==> src/rtl/fetch_sequencer_if.sv <==
// Fetch-side bus: instruction memory port, redirect input and the decode handshake.
// The master modport is the fetch sequencer; the slave modport is the memory/decode side.
interface fetch_sequencer_if #(
    parameter int unsigned DATA_WIDTH = 32
);
    logic [DATA_WIDTH-1:0] imem_addr;
    logic [DATA_WIDTH-1:0] imem_instr;
    logic                  redirect_valid;
    logic [DATA_WIDTH-1:0] redirect_pc;
    logic                  instr_valid;
    logic                  instr_ready;
    logic [DATA_WIDTH-1:0] instr;
    logic [DATA_WIDTH-1:0] instr_pc;

    modport master (
        output imem_addr,
        input  imem_instr,
        input  redirect_valid,
        input  redirect_pc,
        output instr_valid,
        input  instr_ready,
        output instr,
        output instr_pc
    );

    modport slave (
        input  imem_addr,
        output imem_instr,
        output redirect_valid,
        output redirect_pc,
        input  instr_valid,
        output instr_ready,
        input  instr,
        input  instr_pc
    );
endinterface

==> src/rtl/fetch_sequencer.sv <==
// Instruction fetch controller: owns the PC, fetches from a combinational ROM, hands words to decode.
// Optional HALT_ON_NOP_EN: an all-zero word is presented and then the sequencer halts.
module fetch_sequencer #(
    parameter int unsigned           DATA_WIDTH = 32,
    parameter int unsigned           MEM_DEPTH  = 256,
    parameter logic [DATA_WIDTH-1:0] RESET_PC   = '0
) (
    input  logic              clk,
    input  logic              rst_n,
    input  logic              start,
    fetch_sequencer_if.master bus,
    output logic              halted,
    output logic [31:0]       fetch_count
);
    localparam int unsigned     AW      = $clog2(MEM_DEPTH) + 2;
    localparam logic [AW-1:0]   PC_INIT = {RESET_PC[AW-1:2], 2'b00};

    typedef enum logic [1:0] {IDLE, RUN, HALT} state_t;

    state_t        state;
    logic [AW-1:0] pc;
    logic          fire;

    assign fire          = bus.instr_valid && bus.instr_ready;
    assign bus.imem_addr = {{(DATA_WIDTH-AW){1'b0}}, pc};

`ifndef HALT_ON_NOP_EN
    assign halted = 1'b0;
`endif

    always_ff @(posedge clk or negedge rst_n) begin
        if (!rst_n) begin
            state           <= IDLE;
            pc              <= PC_INIT;
            bus.instr_valid <= 1'b0;
            bus.instr       <= '0;
            bus.instr_pc    <= '0;
            fetch_count     <= '0;
`ifdef HALT_ON_NOP_EN
            halted          <= 1'b0;
`endif
        end else begin
            case (state)
                IDLE: begin
                    if (start) begin
                        state <= RUN;
                        pc    <= PC_INIT;
                    end
                end
                RUN: begin
                    // A redirect squashes the presented word even if decode is ready.
                    if (bus.redirect_valid) begin
                        bus.instr_valid <= 1'b0;
                        pc              <= {bus.redirect_pc[AW-1:2], 2'b00};
                    end else if (!bus.instr_valid || bus.instr_ready) begin
                        if (fire)
                            fetch_count <= fetch_count + 32'd1;
                        bus.instr       <= bus.imem_instr;
                        bus.instr_pc    <= {{(DATA_WIDTH-AW){1'b0}}, pc};
                        bus.instr_valid <= 1'b1;
`ifdef HALT_ON_NOP_EN
                        if (bus.imem_instr == '0) begin
                            state  <= HALT;
                            halted <= 1'b1;
                        end else begin
                            pc <= pc + AW'(4);
                        end
`else
                        pc <= pc + AW'(4);
`endif
                    end
                end
                HALT: begin
                    // The last presented word may still drain while halted.
                    if (fire) begin
                        fetch_count     <= fetch_count + 32'd1;
                        bus.instr_valid <= 1'b0;
                    end
                    if (start) begin
                        state <= RUN;
                        pc    <= PC_INIT;
`ifdef HALT_ON_NOP_EN
                        halted <= 1'b0;
`endif
                    end
                end
                default: state <= IDLE;
            endcase
        end
    end
endmodule
==> src/flat_wrapper.sv <==
// flat-port wrapper written by rule: the top's interface ports become plain ports
module fetch_sequencer_flat 
#(
    parameter int unsigned           DATA_WIDTH = 32,
    parameter int unsigned           MEM_DEPTH  = 256,
    parameter logic [DATA_WIDTH-1:0] RESET_PC   = '0
)
  (clk, rst_n, start, halted, fetch_count, bus_imem_addr, bus_imem_instr, bus_redirect_valid, bus_redirect_pc, bus_instr_valid, bus_instr_ready, bus_instr, bus_instr_pc);
  fetch_sequencer_if #(.DATA_WIDTH(DATA_WIDTH)) bus_i ();
  input  logic clk;
  input  logic rst_n;
  input  logic start;
  output logic halted;
  output logic [31:0] fetch_count;
  output wire logic [$bits(bus_i.imem_addr)-1:0] bus_imem_addr;
  input wire logic [$bits(bus_i.imem_instr)-1:0] bus_imem_instr;
  input wire logic [$bits(bus_i.redirect_valid)-1:0] bus_redirect_valid;
  input wire logic [$bits(bus_i.redirect_pc)-1:0] bus_redirect_pc;
  output wire logic [$bits(bus_i.instr_valid)-1:0] bus_instr_valid;
  input wire logic [$bits(bus_i.instr_ready)-1:0] bus_instr_ready;
  output wire logic [$bits(bus_i.instr)-1:0] bus_instr;
  output wire logic [$bits(bus_i.instr_pc)-1:0] bus_instr_pc;
  assign bus_imem_addr = bus_i.imem_addr;
  assign bus_i.imem_instr = bus_imem_instr;
  assign bus_i.redirect_valid = bus_redirect_valid;
  assign bus_i.redirect_pc = bus_redirect_pc;
  assign bus_instr_valid = bus_i.instr_valid;
  assign bus_i.instr_ready = bus_instr_ready;
  assign bus_instr = bus_i.instr;
  assign bus_instr_pc = bus_i.instr_pc;
  fetch_sequencer #(.DATA_WIDTH(DATA_WIDTH), .MEM_DEPTH(MEM_DEPTH), .RESET_PC(RESET_PC)) u_core (.clk(clk), .rst_n(rst_n), .start(start), .bus(bus_i), .halted(halted), .fetch_count(fetch_count));
endmodule
==> config.mk <==
export PLATFORM = sky130hd
export DESIGN_NAME = fetch_sequencer_flat
export DESIGN_NICKNAME = d
export VERILOG_FILES = /design/src/rtl/fetch_sequencer_if.sv /design/src/rtl/fetch_sequencer.sv /design/src/flat_wrapper.sv
export SDC_FILE = /design/constraint.sdc
export NUM_CORES = 1
export LEC_CHECK = 0
export BUFFER_PORTS_ARGS = -buffer_cell sky130_fd_sc_hd__buf_2
export CAP_MARGIN = 20
export CORE_ASPECT_RATIO = 0.6
export CORE_MARGIN = 2
export CORE_UTILIZATION = 45
export DETAILED_ROUTE_END_ITERATION = 6
export MAX_ROUTING_LAYER = met4
export PLACE_DENSITY = 0.78
export SLEW_MARGIN = 20
export SYNTH_ARGS = -nofsm -noshare
export SYNTH_HDL_FRONTEND = slang
export SYNTH_SLANG_ARGS = --single-unit
==> constraint.sdc <==
create_clock -name clk -period 4.35 [get_ports clk]
set_clock_uncertainty 0.15 [all_clocks]
set_input_delay 0.6525 -clock clk [delete_from_list [all_inputs] [get_ports clk]]
set_output_delay 0.6525 -clock clk [all_outputs]
set_load 0.1 [all_outputs]
==> results of run 1 <==
[per-layer routing]
metal  GRT usage  wire (µm)
met1      0.2192       3666
met2      0.2680       3641
met3     0.04865        418
met4     0.04924         45
met5           -          0
[area by class of cell]
| cell class | instances | area [µm²] |
|---|---|---|
| Fill cell | 710 | 3666 |
| Sequential cell | 82 | 2052 |
| Multi-Input combinational cell | 232 | 1595 |
| Timing Repair Buffer | 126 | 651.9 |
| Clock buffer | 10 | 229.0 |
| Tap cell | 112 | 140.1 |
| Clock inverter | 5 | 80.08 |
| Inverter | 3 | 11.26 |
[registers in the layout, indices dropped and copies added, names as in the netlist]
signal / count
u_core.fetch_count: 32
u_core.bus.instr: 32
u_core.bus.instr_valid: 1
u_core.state: 1
u_core.pc: 8
u_core.bus.instr_pc: 8
[Yosys cell counts (all sizes together) (2+ instances only)]
master  count
a21oi       5
a22oi       2
a31oi       2
and2        2
and3        5
and4        3
buf        54
clkbuf      2
dfrtp      82
ha          2
inv         3
mux2       41
nand2      18
nand2b      3
nand3      15
nand4       7
nor2       15
nor3        5
nor4        3
o21ai      16
or3         2
xnor2      20
xor2       11
[power by group through the flow]
stage               logic [µW]  registers [µW]  clock network (µW)
finish                    1120             924                 774
detailed placement        1120             938                   0
global placement          1110             930                   0
CTS                       1120             925                 801
global route              1150             939                 831
floorplan                  339            1580                   0
[per-stage QoR]
stage                     std cells  instance area [µm²]
after global routing            570                 4760
after global placement          554                 4427
after floorplan                 373                 4054
after detailed placement        554                 4427
after CTS                       569                 4736
final                           570                 4760
[cells by family after synthesis]
kind of cell | Yosys count
other | 1
XOR/XNOR | 31
multiplexers | 41
buffers and inverters | 59
flip-flops | 82
adder cells (fa/ha/maj) | 2
AND/OR/NAND/NOR | 83
AO/OA/AOI/OAI | 26
[worst max-delay path by stage]
stage                     slack (ns)  cells past startpoint                   from                     end
after CTS                       1.83                      4     bus_redirect_valid    u_core.bus.instr[23]
after floorplan                 1.60                      5  u_core.fetch_count[4]  u_core.fetch_count[26]
after global placement          1.53                      4     bus_redirect_valid     u_core.bus.instr[1]
final                           2.17                      5     bus_redirect_valid    u_core.bus.instr[23]
after global routing            2.01                      5  u_core.fetch_count[3]  u_core.fetch_count[19]
after detailed placement        1.48                      4     bus_redirect_valid    u_core.bus.instr[23]
==> flow_summary.json, run 1 <==
{
  "cp.arrival_ns": 2.23,
  "cp.required_ns": 4.40,
  "grt_max_degree": 83,
  "pwr-share-seq": 0.328,
  "cts_buffers": 9,
  "path_class": "in -> reg",
  "netSwitchingPower_uw": 1312,
  "r2r_end": "u_core.fetch_count[26]",
  "diodes": 0,
  "power.total_uw": 2816,
  "layout.nets": 525,
  "p_per_area_nw_per_um2": 591.7,
  "die_x_um": 123.8,
  "rsz0062_at_grt": "false",
  "crit_path_start_kind": "input pin",
  "clk_latency_ns": 0.32,
  "clkTransAtPathRegs_ns": 0.06,
  "seq_area_frac_synth": 0.5297,
  "port_buffers": 125,
  "crit_family": "simple AND/OR/NAND/NOR gates",
  "io_pins": 199,
  "final_cell_mix": "124 x buf_2, 82 x dfrtp_1, 49 x conb_1, 38 x mux2_2, 20 x xnor2_1",
  "pre_cts_ws_ns": 1.482,
  "area_growth_pct": 22.87,
  "cts_tree": "yes",
  "antenna_found_initial": 0,
  "cts-hold-fix-buffers": 0,
  "htreeDepth": 3,
  "intPower_uw": 1504,
  "yosys.area_share.xor_xnor": 0.07009,
  "period_share": 0.5018,
  "syn_inst": 325,
  "grt_pass1_vias": 2355,
  "post_cts_resized": 0,
  "num_vias": 2637,
  "worst_pin_slew_ns": 0.7427,
  "synthSimpleGateAreaFrac": 0.1302,
  "synth.avg_cell_area_um2": 11.92,
  "maxSlewHeadroom": 0.4996,
  "yosysWarnings": 0,
  "grt_overflow": 0,
  "swShare": 0.4660,
  "firstDrtPassIters": 4,
  "async_reset_ff_frac": 1.000,
  "cp_slowest_cell": "nor2b_4",
  "p_clk_frac": 0.275,
  "netlist_top_cells_area": "dfrtp_1 53%, mux2_2 11%, buf_4 9.7%, xnor2_1 4.5%, xor2_1 2.5%",
  "rows": 26,
  "hold_ws_ns": 0.2028,
  "clockBufferDepth": 2,
  "hold_path_class": "in -> async",
  "synth_top_cell_area_share": 0.5297,
  "synth-adder-area-share": 0.006460,
  "outcome": "finished, final reports clean",
  "p_comb_frac": 0.397,
  "start_util": 0.4598,
  "finalWirelength_um": 7772,
  "die-height_um": 75.87,
  "path_buf_inv": 2,
  "synth-edff-count": 0,
  "synth_top_area_cell": "dfrtp_1",
  "setup_viol": 0,
  "synth_compound_area_frac": 0.03650,
  "grt_pass1_wl_um": 11700,
  "synthFlopType": "dfrtp_1",
  "yosysUniqueCellTypes": 34,
  "layout_min_cycle_time_ns": 2.183,
  "drive_gt1_frac": 0.4105,
  "worstSetupEndpointType": "flop",
  "synthMuxAreaShare": 0.1192,
  "synth_top_family_by_area": "simple AND/OR/NAND/NOR gates",
  "final_common_cell": "buf_2",
  "drt-vias-per-instance": 4.626,
  "gp_congestion": 0.7826,
  "vdd_drop_max_mv": 0.5870,
  "final_util": 0.5649,
  "slowest_delay_ns": 0.39,
  "setup_tns_ns": 0,
  "antenna_left": 0,
  "leakagePower_uw": 0.002453,
  "die_area_um2": 9391,
  "root_buffer": "clkbuf_16",
  "fmaxAchievable_ghz": 0.4581,
  "finalWorstSetupSlack_ns": 2.167,
  "cts.sinks": 82,
  "path_cells": "buf_2 > nand2b_1 > nor2b_4 > buf_12 > mux2_2",
  "post-dp-hpwl_um": 5827,
  "track_usage": 0.1710,
  "ff2ff_setup_slack_ns": 2.22,
  "synth-seq-cells": 82,
  "cap_violations": 0,
  "drc": 0,
  "coreArea_um2": 8426,
  "slew_violations": 0,
  "syn_area_um2": 3874,
  "crit_fanout": 31,
  "regToRegStartpoint": "u_core.fetch_count[3]",
  "hold_viol_final": 0,
  "drtIter0Drc": 118,
  "wl_per_cell_um": 13.64,
  "worst-r2r-cell-count": 5,
  "post_cts_buffers": 0
}
No activity file was read; power rests on OpenSTA's default activity.
==> run 2, diff against run 1 <==
==> constraint.sdc (replaced) <==
create_clock -name clk -period 2.1 [get_ports clk]
set_clock_uncertainty 0.15 [all_clocks]
set_input_delay 0.315 -clock clk [delete_from_list [all_inputs] [get_ports clk]]
set_output_delay 0.315 -clock clk [all_outputs]
set_load 0.1 [all_outputs]
==> run 2 against run 1 <==
Utilization increased by 2.3 points. Wire length increased by 7.2%. Total power increased by 110%. Worst hold slack got worse by 0.16 ns. Sequential cell count unchanged. Sequential share of layout area decreased by 0.44 points. Register-to-register slack got worse by 2.1 ns. Via count increased by 5.7%. Cell count increased by 2.1%. Critical path depth increased by 1. First-iteration DRC count decreased by 1.7%. Clock power increased by 120%. Critical endpoint is now u_core.fetch_count[29]. Highest routed layer unchanged.
==> flow_summary.json, run 2 (synthesized netlist as in run 1, its figures left out) <==
{
  "outcome": "finished, final reports clean",
  "min_from": "start",
  "maxSlewHeadroom": 0.5722,
  "clkTransAtPathRegs_ns": 0.06,
  "nFillCells": 680,
  "top_layer_used": "met4",
  "wl_per_cell_um": 14.31,
  "crit_path_start_kind": "flop",
  "gp_congestion": 0.8283,
  "cap_violations": 0,
  "layout.nets": 536,
  "cts_tree": "yes",
  "grt_overflow": 0,
  "vdd_drop_max_mv": 0.7607,
  "power.total_uw": 5989,
  "finalWirelength_um": 8328,
  "die-height_um": 75.87,
  "setup_viol": 0,
  "multi_input_area_um2": 1618,
  "cts.sinks": 82,
  "hold_viol_final": 0,
  "clockBufferDepth": 2,
  "largestRegisters": "u_core.bus.instr x32, u_core.fetch_count x32",
  "grt_pass1_vias": 2620,
  "clk_latency_ns": 0.33,
  "antenna_found_initial": 0,
  "htreeDepth": 3,
  "io_pins": 199,
  "layout_min_cycle_time_ns": 1.984,
  "netSwitchingPower_uw": 2810,
  "regToRegStartpoint": "u_core.fetch_count[14]",
  "crit_start": "u_core.fetch_count[14]",
  "die_area_um2": 9391,
  "track_usage": 0.1862,
  "antenna_left": 0,
  "coreArea_um2": 8426,
  "fmaxAchievable_ghz": 0.5039,
  "cp.arrival_ns": 2.04,
  "area_growth_pct": 27.84,
  "drtIter0Drc": 116,
  "die_x_um": 123.8,
  "intPower_uw": 3179,
  "pwr-share-seq": 0.325,
  "leakagePower_uw": 0.002480,
  "cts_buffers": 9,
  "p_per_area_nw_per_um2": 1209,
  "root_buffer": "clkbuf_16",
  "swShare": 0.4692,
  "p_clk_frac": 0.283,
  "period_share": 0.9450,
  "firstDrtPassIters": 4,
  "worst_pin_slew_ns": 0.6350,
  "drive_gt1_frac": 0.4894,
  "rsz0062_at_grt": "false",
  "wl_met1_um": 3735,
  "grt_max_degree": 43,
  "start_util": 0.4598,
  "wl_met3_um": 657,
  "final_cell_mix": "124 x buf_2, 55 x dfrtp_1, 49 x conb_1, 38 x mux2_2, 20 x xnor2_1",
  "dr_wl_met2_um": 3852,
  "hold_path_class": "in -> reg",
  "dp.cells": 564,
  "port_buffers": 125,
  "rows": 26,
  "drt-vias-per-instance": 4.790,
  "seqCellArea_um2": 2113,
  "path_class": "reg -> reg",
  "drc": 0,
  "fin_area_um2": 4952,
  "post-dp-hpwl_um": 6175,
  "grt_pass1_wl_um": 12840,
  "final_cells": 582,
  "num_vias": 2788,
  "placed_area_um2": 4599,
  "hold_ws_ns": 0.04775,
  "slew_violations": 0,
  "final_common_cell": "buf_2",
  "crit_fanout": 5,
  "p_comb_frac": 0.392,
  "cp.required_ns": 2.15,
  "diodes": 0,
  "worstSetupEndpointType": "flop"
}
==> run 2: cell count changes in the layout (fill, tap and decap cells not counted), sizes merged <==
cell / previous run / this run
dlygate4sd3: 0 / 1
buf: 126 / 136
inv: 3 / 6
clkbuf: 10 / 9
clkinvlp: 2 / 1
==> run 2: final cells by class <==
| type | instances | area share |
|---|---|---|
| clock buffer | 9 | 0.04548 |
| inverter | 3 | 0.002274 |
| timing repair buffer | 137 | 0.1506 |
| clock inverter | 7 | 0.01996 |
| tap | 112 | 0.02830 |
| multi-input combinational | 232 | 0.3267 |
| sequential | 82 | 0.4267 |
==> run 2: worst max-delay path, cell delays in order, from the launching register on <==
cell and delay, ns:
dfrtp_4 0.43, and4_1 0.26, nand4_1 0.25, nor4_4 0.31, buf_4 0.18, nand4_1 0.12, xnor2_1 0.16
==> run 2: final timing paths <==
kind / end / slack [ns] / depth (start not counted)
setup reg to reg: u_core.fetch_count[29] / 0.12 / 6
setup / recovery: u_core.fetch_count[29] / 0.12 / 6
hold reg to reg: u_core.fetch_count[31] / 0.32 / 1
min in group asynchronous: u_core.bus.instr_pc[3] / 0.36 / 2
max in group asynchronous: u_core.bus.instr[9] / 0.82 / 3
hold / removal: u_core.state[0] / 0.05 / 2
==> run 2: stage by stage <==
stage / setup TNS, ns / setup slack [ns] / utilization
CTS: 0 / 0.04507 / 0.5855
global route: 0 / 0.01485 / 0.5878
finish: 0 / 0.1156 / 0.5878
detailed placement: 0 / 0.07491 / 0.5459
floorplan: -0.4204 / -0.1170 / -
global placement: 0 / 0.1179 / 0.5459
==> run 2: what timing repair did <==
item / in CTS / in global routing
hold buffers: 1 / 0
setup buffers: 0 / 1
endpoints found under the setup margin: 0 / 7
gates resized for setup: 0 / 3
endpoints found under the hold margin: 41 / 0
==> run 2: per-layer routing <==
layer,global-route usage,up-vias
met5,-,-
met3,0.07635,11
met4,0.05934,0
met1,0.2322,1369
met2,0.2784,106
li1,-,1302
==> run 2: power groups by stage <==
stage                     clock network (µW)  registers, µW  logic [µW]
after floorplan                            0           3300         710
after global placement                     0           1960        2340
after detailed placement                   0           1970        2360
after CTS                               1750           1950        2360
after global routing                    1810           1980        2430
final                                   1700           1950        2350
